## config.mk

```make
export PLATFORM = sky130hd
export DESIGN_NAME = c2c_link_tester
export DESIGN_NICKNAME = d
export VERILOG_FILES = /design/src/rtl/c2c_link_tester.sv
export SDC_FILE = /design/constraint.sdc
export NUM_CORES = 1
export LEC_CHECK = 0
export CAP_MARGIN = 5
export CORE_ASPECT_RATIO = 0.75
export CORE_MARGIN = 1.5
export CORE_UTILIZATION = 51
export DETAILED_ROUTE_END_ITERATION = 6
export PLACE_DENSITY = 0.88
export SKIP_LAST_GASP = 1
export SYNTH_ARGS = -nofsm -noshare
export SYNTH_HDL_FRONTEND = slang
export SYNTH_SLANG_ARGS = --single-unit
```

## constraint.sdc

```tcl
create_clock -name i_clk -period 5.08 [get_ports i_clk]
set_input_delay 0.762 -clock i_clk [delete_from_list [all_inputs] [get_ports i_clk]]
set_output_delay 0.762 -clock i_clk [all_outputs]
set_load 0.01 [all_outputs]
```

## src/rtl/c2c_link_tester.sv

```systemverilog
// Multi-channel chip2chip bring-up engine: lock synchroniser, counting-pattern
// transmitters and per-channel receive checkers with alignment and loss detection.
module c2c_link_tester #(
   parameter int unsigned NUM_CH     = 2,
   parameter int unsigned DATA_W     = 64,
   parameter int unsigned SYNC_COUNT = 16,
   parameter int unsigned LOSS_COUNT = 4,
   parameter int unsigned ERR_W      = 16
) (
   input  logic                       i_clk,
   input  logic                       i_rst_n,
   input  logic                       i_pll_lock,
   input  logic                       i_soft_rst,
   input  logic [NUM_CH-1:0]          i_partner_rdy,
   input  logic                       i_tx_en,
   input  logic [NUM_CH-1:0]          i_rx_valid,
   input  logic [NUM_CH*DATA_W-1:0]   i_rx_data,
   output logic [NUM_CH*DATA_W-1:0]   o_tx_data,
   output logic [NUM_CH-1:0]          o_link_rst,
   output logic                       o_rdy_out,
   output logic [NUM_CH-1:0]          o_aligned,
   output logic [NUM_CH*2-1:0]        o_ch_state,
   output logic [NUM_CH*ERR_W-1:0]    o_err_count
);

   typedef enum logic [1:0] {
      ST_IDLE  = 2'd0,
      ST_ALIGN = 2'd1,
      ST_CHECK = 2'd2,
      ST_LOST  = 2'd3
   } state_t;

   localparam logic [DATA_W-1:0] LP_ONE       = {{(DATA_W-1){1'b0}}, 1'b1};
   localparam logic [7:0]        LP_SYNC_LAST = 8'(SYNC_COUNT - 1);
   localparam logic [7:0]        LP_LOSS_LAST = 8'(LOSS_COUNT - 1);

   function automatic logic [ERR_W-1:0] sat_inc(input logic [ERR_W-1:0] v);
      return (&v) ? v : v + {{(ERR_W-1){1'b0}}, 1'b1};
   endfunction

   logic [2:0] r_lock_sync;
   logic       w_lock_s;

   always_ff @(posedge i_clk or negedge i_rst_n) begin
      if (!i_rst_n) begin
         r_lock_sync <= 3'b000;
      end else begin
         r_lock_sync <= {r_lock_sync[1:0], i_pll_lock};
      end
   end

   assign w_lock_s  = r_lock_sync[2];
   assign o_rdy_out = w_lock_s;

   for (genvar g = 0; g < NUM_CH; g++) begin : g_ch
      logic              w_link_rst;
      logic [DATA_W-1:0] r_tx;
      logic [DATA_W-1:0] w_rx;
      logic              w_match;
      state_t            r_state, w_state_nxt;
      logic [DATA_W-1:0] r_exp, w_exp_nxt;
      logic [7:0]        r_mcnt, w_mcnt_nxt;
      logic [7:0]        r_ecnt, w_ecnt_nxt;
      logic [ERR_W-1:0]  r_err, w_err_nxt;
      logic              r_aligned;

      // Soft reset holds every link in reset regardless of lock or partner state.
      assign w_link_rst = !(w_lock_s & i_partner_rdy[g]) | i_soft_rst;
      assign w_rx       = i_rx_data[g*DATA_W +: DATA_W];
      assign w_match    = (w_rx == r_exp);

      always_ff @(posedge i_clk or negedge i_rst_n) begin
         if (!i_rst_n) begin
            r_tx <= '0;
         end else if (w_link_rst) begin
            r_tx <= '0;
         end else if (i_tx_en) begin
            r_tx <= r_tx + LP_ONE;
         end
      end

      always_ff @(posedge i_clk or negedge i_rst_n) begin
         if (!i_rst_n) begin
            r_state   <= ST_IDLE;
            r_exp     <= '0;
            r_mcnt    <= 8'd0;
            r_ecnt    <= 8'd0;
            r_err     <= '0;
            r_aligned <= 1'b0;
         end else begin
            r_state   <= w_state_nxt;
            r_exp     <= w_exp_nxt;
            r_mcnt    <= w_mcnt_nxt;
            r_ecnt    <= w_ecnt_nxt;
            r_err     <= w_err_nxt;
            r_aligned <= (w_state_nxt == ST_CHECK);
         end
      end

      always_comb begin
         w_state_nxt = r_state;
         w_exp_nxt   = r_exp;
         w_mcnt_nxt  = r_mcnt;
         w_ecnt_nxt  = r_ecnt;
         w_err_nxt   = r_err;
         if (w_link_rst) begin
            w_state_nxt = ST_IDLE;
            w_exp_nxt   = '0;
            w_mcnt_nxt  = 8'd0;
            w_ecnt_nxt  = 8'd0;
         end else begin
            case (r_state)
               ST_IDLE: begin
                  w_state_nxt = ST_ALIGN;
                  w_mcnt_nxt  = 8'd0;
                  w_ecnt_nxt  = 8'd0;
               end
               ST_ALIGN: begin
                  if (i_rx_valid[g]) begin
                     // Re-seed from the incoming word so alignment tracks any start value.
                     w_exp_nxt = w_rx + LP_ONE;
                     if (w_match) begin
                        if (r_mcnt == LP_SYNC_LAST) begin
                           w_state_nxt = ST_CHECK;
                           w_mcnt_nxt  = 8'd0;
                        end else begin
                           w_mcnt_nxt = r_mcnt + 8'd1;
                        end
                     end else begin
                        w_mcnt_nxt = 8'd0;
                     end
                  end
               end
               ST_CHECK: begin
                  if (i_rx_valid[g]) begin
                     w_exp_nxt = r_exp + LP_ONE;
                     if (!w_match) begin
                        w_err_nxt  = sat_inc(r_err);
                        w_ecnt_nxt = r_ecnt + 8'd1;
                        if (r_ecnt == LP_LOSS_LAST) begin
                           w_state_nxt = ST_LOST;
                        end
                     end else begin
                        w_ecnt_nxt = 8'd0;
                     end
                  end
               end
               ST_LOST: begin
                  w_state_nxt = ST_ALIGN;
                  w_mcnt_nxt  = 8'd0;
                  w_ecnt_nxt  = 8'd0;
               end
            endcase
         end
         if (i_soft_rst) begin
            w_err_nxt = '0;
         end
      end

      assign o_tx_data[g*DATA_W +: DATA_W] = r_tx;
      assign o_link_rst[g]                 = w_link_rst;
      assign o_aligned[g]                  = r_aligned;
      assign o_ch_state[g*2 +: 2]          = r_state;
      assign o_err_count[g*ERR_W +: ERR_W] = r_err;
   end

endmodule

```

# Word level (Yosys, flattened, before mapping)
# Cells that the tools add are included.
[totals]
regBits = 329
inputBits = 137
elab_cells = 141
[op_classes]
n_addsub = 12
n_eq_ne = 24
muxes = 58
n_bitwise = 4
reduce_logical = 28
[ops]
columns = ["cell", "n"]
rows = [
  ["2-to-1 mux 64 bit", 10],
  ["adder 64 x 1 -> 64 bit (second input constant)", 6],
  ["one-hot mux 64 bit (2 select lines)", 2],
  ["2-to-1 mux 16 bit", 12],
  ["equality test 64 bit", 2],
  ["2-to-1 mux 8 bit", 14],
  ["one-hot mux 8 bit (2 select lines)", 4],
  ["adder 16 x 1 -> 16 bit (second input constant)", 2],
  ["adder 8 x 1 -> 8 bit (second input constant)", 4],
  ["AND reduction 16 bit", 2],
  ["2-to-1 mux 2 bit", 14],
  ["nonzero test 3 bit", 6],
  ["equality test 8 x 2 -> 1 bit (second input constant)", 2],
  ["equality test 8 x 4 -> 1 bit (second input constant)", 2],
  ["equality test 2 bit (second input constant)", 6],
  ["inequality test 2 bit (second input constant)", 6],
  ["inequality test 3 bit (second input constant)", 4],
  ["one-hot mux 2 bit (3 select lines)", 2],
  ["nonzero test 2 bit", 6],
  ["AND reduction 5 bit", 2],
  ["AND reduction 2 bit", 4],
  ["AND reduction 3 bit", 2],
  ["equality test 2 x 1 -> 1 bit (second input constant)", 2],
  ["logical NOT 2 bit", 2],
  ["other kinds (4)", 8],
]

# Longest topological paths before layout
# Gate-level depths: netlist of run 1.
[logic_depth]
depth_word = 7
mapped_depth = 23
ltp_nobuf = 12

# Worst setup path before layout of run 1
# No wires, ideal clock.
[synth_path]
kind = "flip-flop to flip-flop"
startpoint = "register g_ch[1].r_state[0]"
endpoint = "register g_ch[1].r_exp[52]"
setup_time_ns = 0.137
t_arrival_ns = 4.845
required_time_ns = 4.943
path_slack_ns = 0.098
path_stages_with_launch = 24
n_path_buf = 11
period_less_slack_ns = 4.982
path_cell_list = "dfrtp_1 inv_1 ha_1 buf_6 buf_6 buf_6 buf_2 buf_2 buf_2 buf_2 buf_2 clkbuf_1 buf_2 mux2_2 ha_1 inv_1 a211oi_4 nand4_4 or3_1 buf_2 or4b_4 xnor2_1 o221ai_1 a21oi_1"
[synth_via]
elab_chain_cells = 3
word_cells_on_any_way = 8
cone_classes = "eq/ne: 4; mux: 2; reduce/logical: 2"
[synth_rtl]
columns = ["element", "line", "rtl"]
rows = [
  ["from (decl)", "60", "state_t r_state, w_state_nxt;"],
  ["from (signal assigned)", "91", "r_state <= w_state_nxt;"],
  ["equality test 2 x 1 -> 1 bit / equality test 2 bit (equally long branches)", "112", "case (r_state)"],
  ["inequality test 3 bit (no line) (tied with other cells)", "n/a", ""],
  ["AND reduction 3 bit (no line) / 2-to-1 mux 64 bit (equally long branches)", "n/a", ""],
  ["to (signal assigned)", "92", "r_exp <= w_exp_nxt;"],
  ["to (decl)", "61", "logic [DATA_W-1:0] r_exp, w_exp_nxt;"],
]
# Several ways; a longest one is shown, not always the timed one.
# A chain may end at the register's enable or synchronous reset.

# Worst setup path in the final report of run 1
[layout_path]
startpoint = "register g_ch[0].r_state[0]"
endpoint = "register g_ch[0].r_exp[58]"
[layout_via]
elab_chain_cells = 3
word_cells_on_any_way = 8
cone_classes = "eq/ne: 4; mux: 2; reduce/logical: 2"
[layout_rtl]
columns = ["element", "line"]
rows = [
  ["from (decl)", "60"],
  ["from (signal assigned)", "91"],
  ["equality test 2 x 1 -> 1 bit / equality test 2 bit (equally long branches)", "112"],
  ["inequality test 3 bit (no line) (tied with other cells)", "n/a"],
  ["AND reduction 3 bit (no line) / 2-to-1 mux 64 bit (equally long branches)", "n/a"],
  ["to (signal assigned)", "92"],
  ["to (decl)", "61"],
]
# Several ways; a longest one is shown, not always the timed one.

==> flow_metrics.tcl, run 1 <==
set metrics [dict create \
    power_frac_clock_pct 45.6 \
    max_slew_margin_pct 31.7 \
    net-switching-power_mw 1.57 \
    nNetsFinal 3140 \
    grt_pass1_vias 22300 \
    p_total_mw 5.95 \
    multi_input_area_mm2 0.0142 \
    fillers 3623 \
    htreeDepth 2 \
    synth-xor-area-share_pct 12.5 \
    layout_commonest_cell "dfrtp_1" \
    gp_congestion 0.998 \
    routed_wl_um 76700 \
    end_kind "register" \
    final_area_mm2 0.0279 \
    hold_violations 0 \
    antenna_found_initial 5 \
    outcome "finished, final reports clean" \
    slew_viol_final 0 \
    hold_buffers 0 \
    synthesis.instances 2770 \
    drtIter0Drc 3026 \
    ctsResizeCount 0 \
    synth_fp_nets 2921 \
    synth_edf_count 0 \
    route.vias.total 23200 \
    period_needed_ps 4170 \
    dieArea_mm2 0.0468 \
    wl_per_cell_um 21.3 \
    clk_latency_ps 540 \
    synth_seq_cells 329 \
    synth_area_mm2 0.0232 \
    drive_gt1_share_pct 6.04 \
    io-pin-count 306 \
    post_synth.cell_area_avg_um2 8.37 \
    clk_pin_slew_ps 60 \
    slowest_stage "nor4b_2" \
    cts_buffer_depth 3 \
    tns_ps 0 \
    fin_util_pct 62.2 \
    cts_tree "yes" \
    mostFrequentLayoutCells "dfrtp_1, nand2_1, clkdlybuf4s50_1, xor2_1, nor2_1" \
    critPathLaunchType "register" \
    yosysSeqAreaShare_pct 35.5 \
    slowest_delay_ps 630 \
    skew_ps 18.0 \
    swShare_pct 26.4 \
    fin_crit_sh_pct 82.2 \
    synth_mux_area_share_pct 5.41 \
    drv_cap 0 \
    path_cells "inv_1 > ha_4 > mux2_2 > ha_1 > inv_1 > a221oi_2 > buf_4 > and2_1 > o21ai_2 > nor4b_2 > nand4_1 > mux2_2 > a31oi_1" \
    cts_setup_buffers 0 \
    critPathRequiredTime_ps 5540 \
    area_growth_pct 20.1 \
    gr-total-overflow 0 \
    track_usage_pct 31.7 \
    synth_top_family_by_area "simple AND/OR/NAND/NOR gates" \
    grt_pass1_wl_um 121000 \
    path_class "reg2reg" \
    p_leak_nw 10.8 \
    ys_async_sr_fraction_pct 100 \
    power_frac_seq_pct 44.3 \
    cts.sinks 329 \
    cp_max_fo 57 \
    powerDensity_mw_per_mm2 214 \
    synth.distinct_cells 92 \
    synth_compound_area_share_pct 14.8 \
    vdd_drop_max_mv 0.252 \
    rsz0062_at_grt "no" \
    grt_max_degree 135 \
    yosys.area_share.simple_pct 27.4 \
    seq_area_mm2 0.00823 \
    portBuffers 305 \
    intPower_mw 4.38 \
    core-area_mm2 0.0448 \
    synthFlopType "dfrtp_1" \
    yosysWarnings 0 \
    critPathArrivalTime_ps 4640 \
    ff2ff_path_depth 13 \
    postRouteAntennaNets 0 \
    dieWidth_um 249 \
    dr.pass1.iters 6 \
    drc 0 \
    cts_buffers 37 \
    root_buffer "clkbuf_16" \
    post-dp-hpwl_um 53600 \
    synthAdderAreaFrac_pct 0.755 \
    fp-row-count 67 \
    viasPerCell 6.45 \
    initial_core_util_pct 51.8 \
    pwr-share-comb_pct 10.1 \
    hold_path.class "in2async" \
    die_h_um 188 \
    place_area_mm2 0.0267 \
    fmax_ghz 0.240 \
    setup-violations-final 0 \
    tightestPinTransition_ps 1020 \
]
==> synth_stat cells (10+ instances only) <==
cell type / count / area share (%)
dfrtp_1: 329 / 36
nand2_1: 314 / 5.1
xor2_1: 271 / 10
nor2_1: 262 / 4.2
nand3_1: 208 / 4.5
o21ai_0: 172 / 3.7
a21oi_1: 136 / 2.9
clkbuf_1: 114 / 1.8
mux2i_1: 86 / 3.7
nand4_1: 75 / 2.0
xnor2_1: 61 / 2.3
and3_1: 59 / 1.6
nor4_1: 48 / 1.3
nor3_1: 42 / 0.91
a31oi_1: 41 / 1.1
nand3b_1: 39 / 1.3
or3_1: 35 / 0.94
inv_1: 32 / 0.52
mux2_2: 32 / 1.6
and4_1: 28 / 1.1
buf_2: 28 / 0.60
o221ai_1: 28 / 1.1
o22ai_1: 28 / 0.76
and2_1: 23 / 0.62
nor2b_1: 23 / 0.62
o211ai_1: 18 / 0.58
a22oi_1: 15 / 0.49
ha_1: 14 / 0.76
nand2b_1: 14 / 0.38
nand4b_1: 12 / 0.45
a21o_1: 10 / 0.32
a221oi_1: 10 / 0.38
==> metrics by stage <==
step                cells  setup slack, ps  hold WS [ps]
finish               3606              905           194
global route         3604              696           246
CTS                  3601              984           223
detailed placement   3536              862           353
global placement     3536              952           341
floorplan            2770             98.0           331
==> power groups by stage <==
stage / sequential, mW / clock, mW / combinational [mW]
6_report: 2.64 / 2.71 / 0.601
2_1_floorplan: 2.69 / 0 / 0.254
3_5_place_dp: 2.69 / 0 / 0.583
5_1_grt: 2.64 / 2.86 / 0.642
3_3_place_gp: 2.69 / 0 / 0.572
4_1_cts: 2.64 / 2.76 / 0.587
==> metal layers <==
metal | vias up | global-route usage (%) | wire length, um
met5 | - | 0 | 0
met4 | 0 | 10.2 | 2450
met3 | 231 | 7.38 | 8500
met2 | 1438 | 47.9 | 33700
met1 | 11100 | 44.9 | 32000
li1 | 10400 | - | -
==> critical path, delay by kind of cell, from the launching register on <==
kind | cells | cell delay [ps]
adder cells (fa/ha/maj) | 2 | 840
buffers and inverters | 3 | 430
AO/OA/AOI/OAI | 3 | 510
AND/OR/NAND/NOR | 3 | 1240
flip-flops | 1 | 410
multiplexers | 2 | 630
==> logic make-up (layout without fill, tap and decap cells) <==
group,after synthesis,count (layout)
compound gates,547,547
other cells,0,5
buf+inv,197,442
xor+xnor,332,332
flops,329,329
mux,121,121
fa+ha+maj,14,14
simple gates,1230,1230
==> final timing paths <==
check,endpoint,slack (ps),startpoint
worst max-delay path,g_ch[0].r_exp[58]$_DFFE_PN0P_,910,g_ch[0].r_state[0]$_DFF_PN0_
worst min-delay path,g_ch[0].r_exp[22]$_DFFE_PN0P_,190,i_rst_n
worst max register to register,g_ch[0].r_exp[58]$_DFFE_PN0P_,910,g_ch[0].r_state[0]$_DFF_PN0_
worst min register to register,r_lock_sync[1]$_DFF_PN0_,370,r_lock_sync[0]$_DFF_PN0_
max in group asynchronous,g_ch[1].r_tx[6]$_DFFE_PN0P_,3650,i_rst_n
min in group i_clk,r_lock_sync[1]$_DFF_PN0_,370,r_lock_sync[0]$_DFF_PN0_
==> flip-flops by register name (all words and copies together), names as in the netlist <==
register        count
g_ch.r_aligned      2
g_ch.r_ecnt        16
g_ch.r_err         32
g_ch.r_exp        128
g_ch.r_mcnt        16
g_ch.r_state        4
g_ch.r_tx         128
r_lock_sync         3
==> final cells by class <==
type,instances,share of cell area [%]
Clock inverter,12,0.409
Multi-Input combinational cell,2244,50.9
Inverter,35,0.481
Sequential cell,329,29.5
Clock buffer,53,3.87
Antenna cell,5,0.0449
Timing Repair Buffer,342,12.1
Tap cell,586,2.63
Note: power is estimated with default switching activity, not from simulation.
==> run 2, diff against run 1 <==
Clock period 5.08 ns to 3.5 ns, I/O delays scaled along.
==> run 2 against run 1 <==
Net effect: highest routed layer is now met5; worst hold slack got worse by 210 ps; via count rose by 2.2%; clock power is 41% higher; utilization increased by 2.6 points; the run now ends with hold timing left; clock-buffer cell count did not move.
==> flow_metrics.tcl, run 2 (same netlist as run 1, synthesis figures left out) <==
set metrics [dict create \
    outcome "finished, violations left" \
    violations "hold timing" \
    max_slew_margin_pct 42.2 \
    grt_pass1_vias 22600 \
    fmax_ghz 0.294 \
    drv_cap 0 \
    grt_pass1_wl_um 125000 \
    drtIter0Drc 2488 \
    fin_hold_ws_ps -14.8 \
    p_leak_nw 11.5 \
    drc 0 \
    dieWidth_um 249 \
    htreeDepth 2 \
    rr_endpoint "g_ch[0].r_exp[53]$_DFFE_PN0P_" \
    cts_buffers 39 \
    slew_viol_final 0 \
    dr.pass1.iters 7 \
    critPathLaunchType "register" \
    mostFrequentLayoutCells "dfrtp_1, nand2_1, clkdlybuf4s50_1, xor2_1, nor2_1" \
    end_kind "register" \
    reg.largest.list "g_ch.r_exp (128), g_ch.r_tx (128), g_ch.r_err (32)" \
    layout_commonest_cell "dfrtp_1" \
    wl_per_cell_um 21.3 \
    rsz0062_at_grt "yes" \
    nNetsFinal 3262 \
    tightestPinTransition_ps 859 \
    critPathRequiredTime_ps 3970 \
    gp_congestion 1.01 \
    io-pin-count 306 \
    vdd_drop_max_mv 0.334 \
    antenna_found_initial 1 \
    post-dp-hpwl_um 56500 \
    cts_buffer_depth 3 \
    startpoint "g_ch[0].r_state[0]$_DFF_PN0_" \
    hold_violations 3 \
    drive_gt1_share_pct 10.2 \
    fp-row-count 67 \
    cts.sinks 329 \
    cp_max_fo 19 \
    core-area_mm2 0.0448 \
    clk_pin_slew_ps 60 \
    ff2ff_path_depth 11 \
    fillers 3549 \
    dieArea_mm2 0.0468 \
    reg2reg_setup_slack_ps 90 \
    cts_tree "yes" \
    skew_ps 21.1 \
    route.vias.total 23800 \
    tns_ps 0 \
    period_needed_ps 3410 \
    area_growth_pct 25.2 \
    clk_latency_ps 550 \
    gr-total-overflow 0 \
    grt_max_degree 89 \
    critPathArrivalTime_ps 3870 \
    crit_end "g_ch[0].r_exp[53]$_DFFE_PN0P_" \
    path_class "reg2reg" \
    postRouteAntennaNets 0 \
    powerDensity_mw_per_mm2 296 \
    track_usage_pct 32.7 \
    hold_path.class "in2async" \
    root_buffer "clkbuf_16" \
    diodes 0 \
    portBuffers 305 \
    fin_crit_sh_pct 97.3 \
    die_h_um 188 \
    initial_core_util_pct 51.8 \
    setup-violations-final 0 \
    routed_wl_um 79200 \
    final_area_mm2 0.0290 \
    regToRegStartpoint "g_ch[0].r_state[0]$_DFF_PN0_" \
    place_area_mm2 0.0278 \
    viasPerCell 6.39 \
]
==> run 2: worst min path at each step <==
stage                        startpoint  cells after the start                             to  slack, ps
6_report                        i_rst_n                      1  g_ch[0].r_exp[19]$_DFFE_PN0P_        -10
3_3_place_gp   r_lock_sync[1]$_DFF_PN0_                      0       r_lock_sync[2]$_DFF_PN0_        340
2_1_floorplan                   i_rst_n                      0    g_ch[0].r_aligned$_DFF_PN0_        230
4_1_cts                         i_rst_n                      1  g_ch[0].r_exp[26]$_DFFE_PN0P_         30
5_1_grt                         i_rst_n                      1  g_ch[0].r_exp[19]$_DFFE_PN0P_         60
3_5_place_dp   r_lock_sync[0]$_DFF_PN0_                      0       r_lock_sync[1]$_DFF_PN0_        340
==> run 2: cell type report <==
class / count / area, um^2 / area share, %
clock buffers: 53 / 1070 / 3.68
well taps: 586 / 733 / 2.53
inverters: 35 / 134 / 0.461
multi-input cells: 2244 / 14300 / 49.4
clock inverters: 11 / 86.3 / 0.297
flip-flops and latches: 329 / 8230 / 28.4
repair buffers: 462 / 4440 / 15.3
==> run 2: metrics by stage <==
stage	instances	setup WS (ps)	hold slack [ps]	util, %	power [mW]
after floorplan	2770	-786	229	-	4.28
after global placement	3648	-320	340	62.0	4.81
after detailed placement	3648	-313	342	62.0	4.82
after CTS	3712	62.7	26.2	64.6	8.65
after global routing	3720	-93.9	57.7	64.9	8.88
final	3720	94.0	-14.8	64.9	8.61
==> run 2: repair_timing <==
item | CTS | global route
endpoints found under the hold margin | 0 | 0
hold buffers | 0 | 0
resized for setup | 0 | 8
setup endpoints to repair | 0 | 12
buffers inserted | 0 | 7
==> run 2: metal layers <==
layer | vias up | global-route usage (%) | wire length (um)
li1 | 10700 | - | -
met1 | 11500 | 46.3 | 33400
met2 | 1350 | 49.9 | 34900
met3 | 202 | 6.83 | 8370
met4 | 2 | 11.0 | 2460
met5 | - | 0 | 12
==> run 2: report_power, final <==
group | internal [mW] | switching [mW]
logic | 0.370 | 0.578
registers | 3.82 | 0.0186
clock network | 2.14 | 1.68
==> run 2: worst max-delay path: stages (launching register included) <==
cell and delay, ps:
dfrtp_1 390, inv_1 100, ha_4 240, clkbuf_16 220
nand3b_1 210, a22oi_2 350, nand4bb_4 150, nand2b_4 170
or4_4 580, or4b_1 570, o21bai_1 180, a31oi_1 160
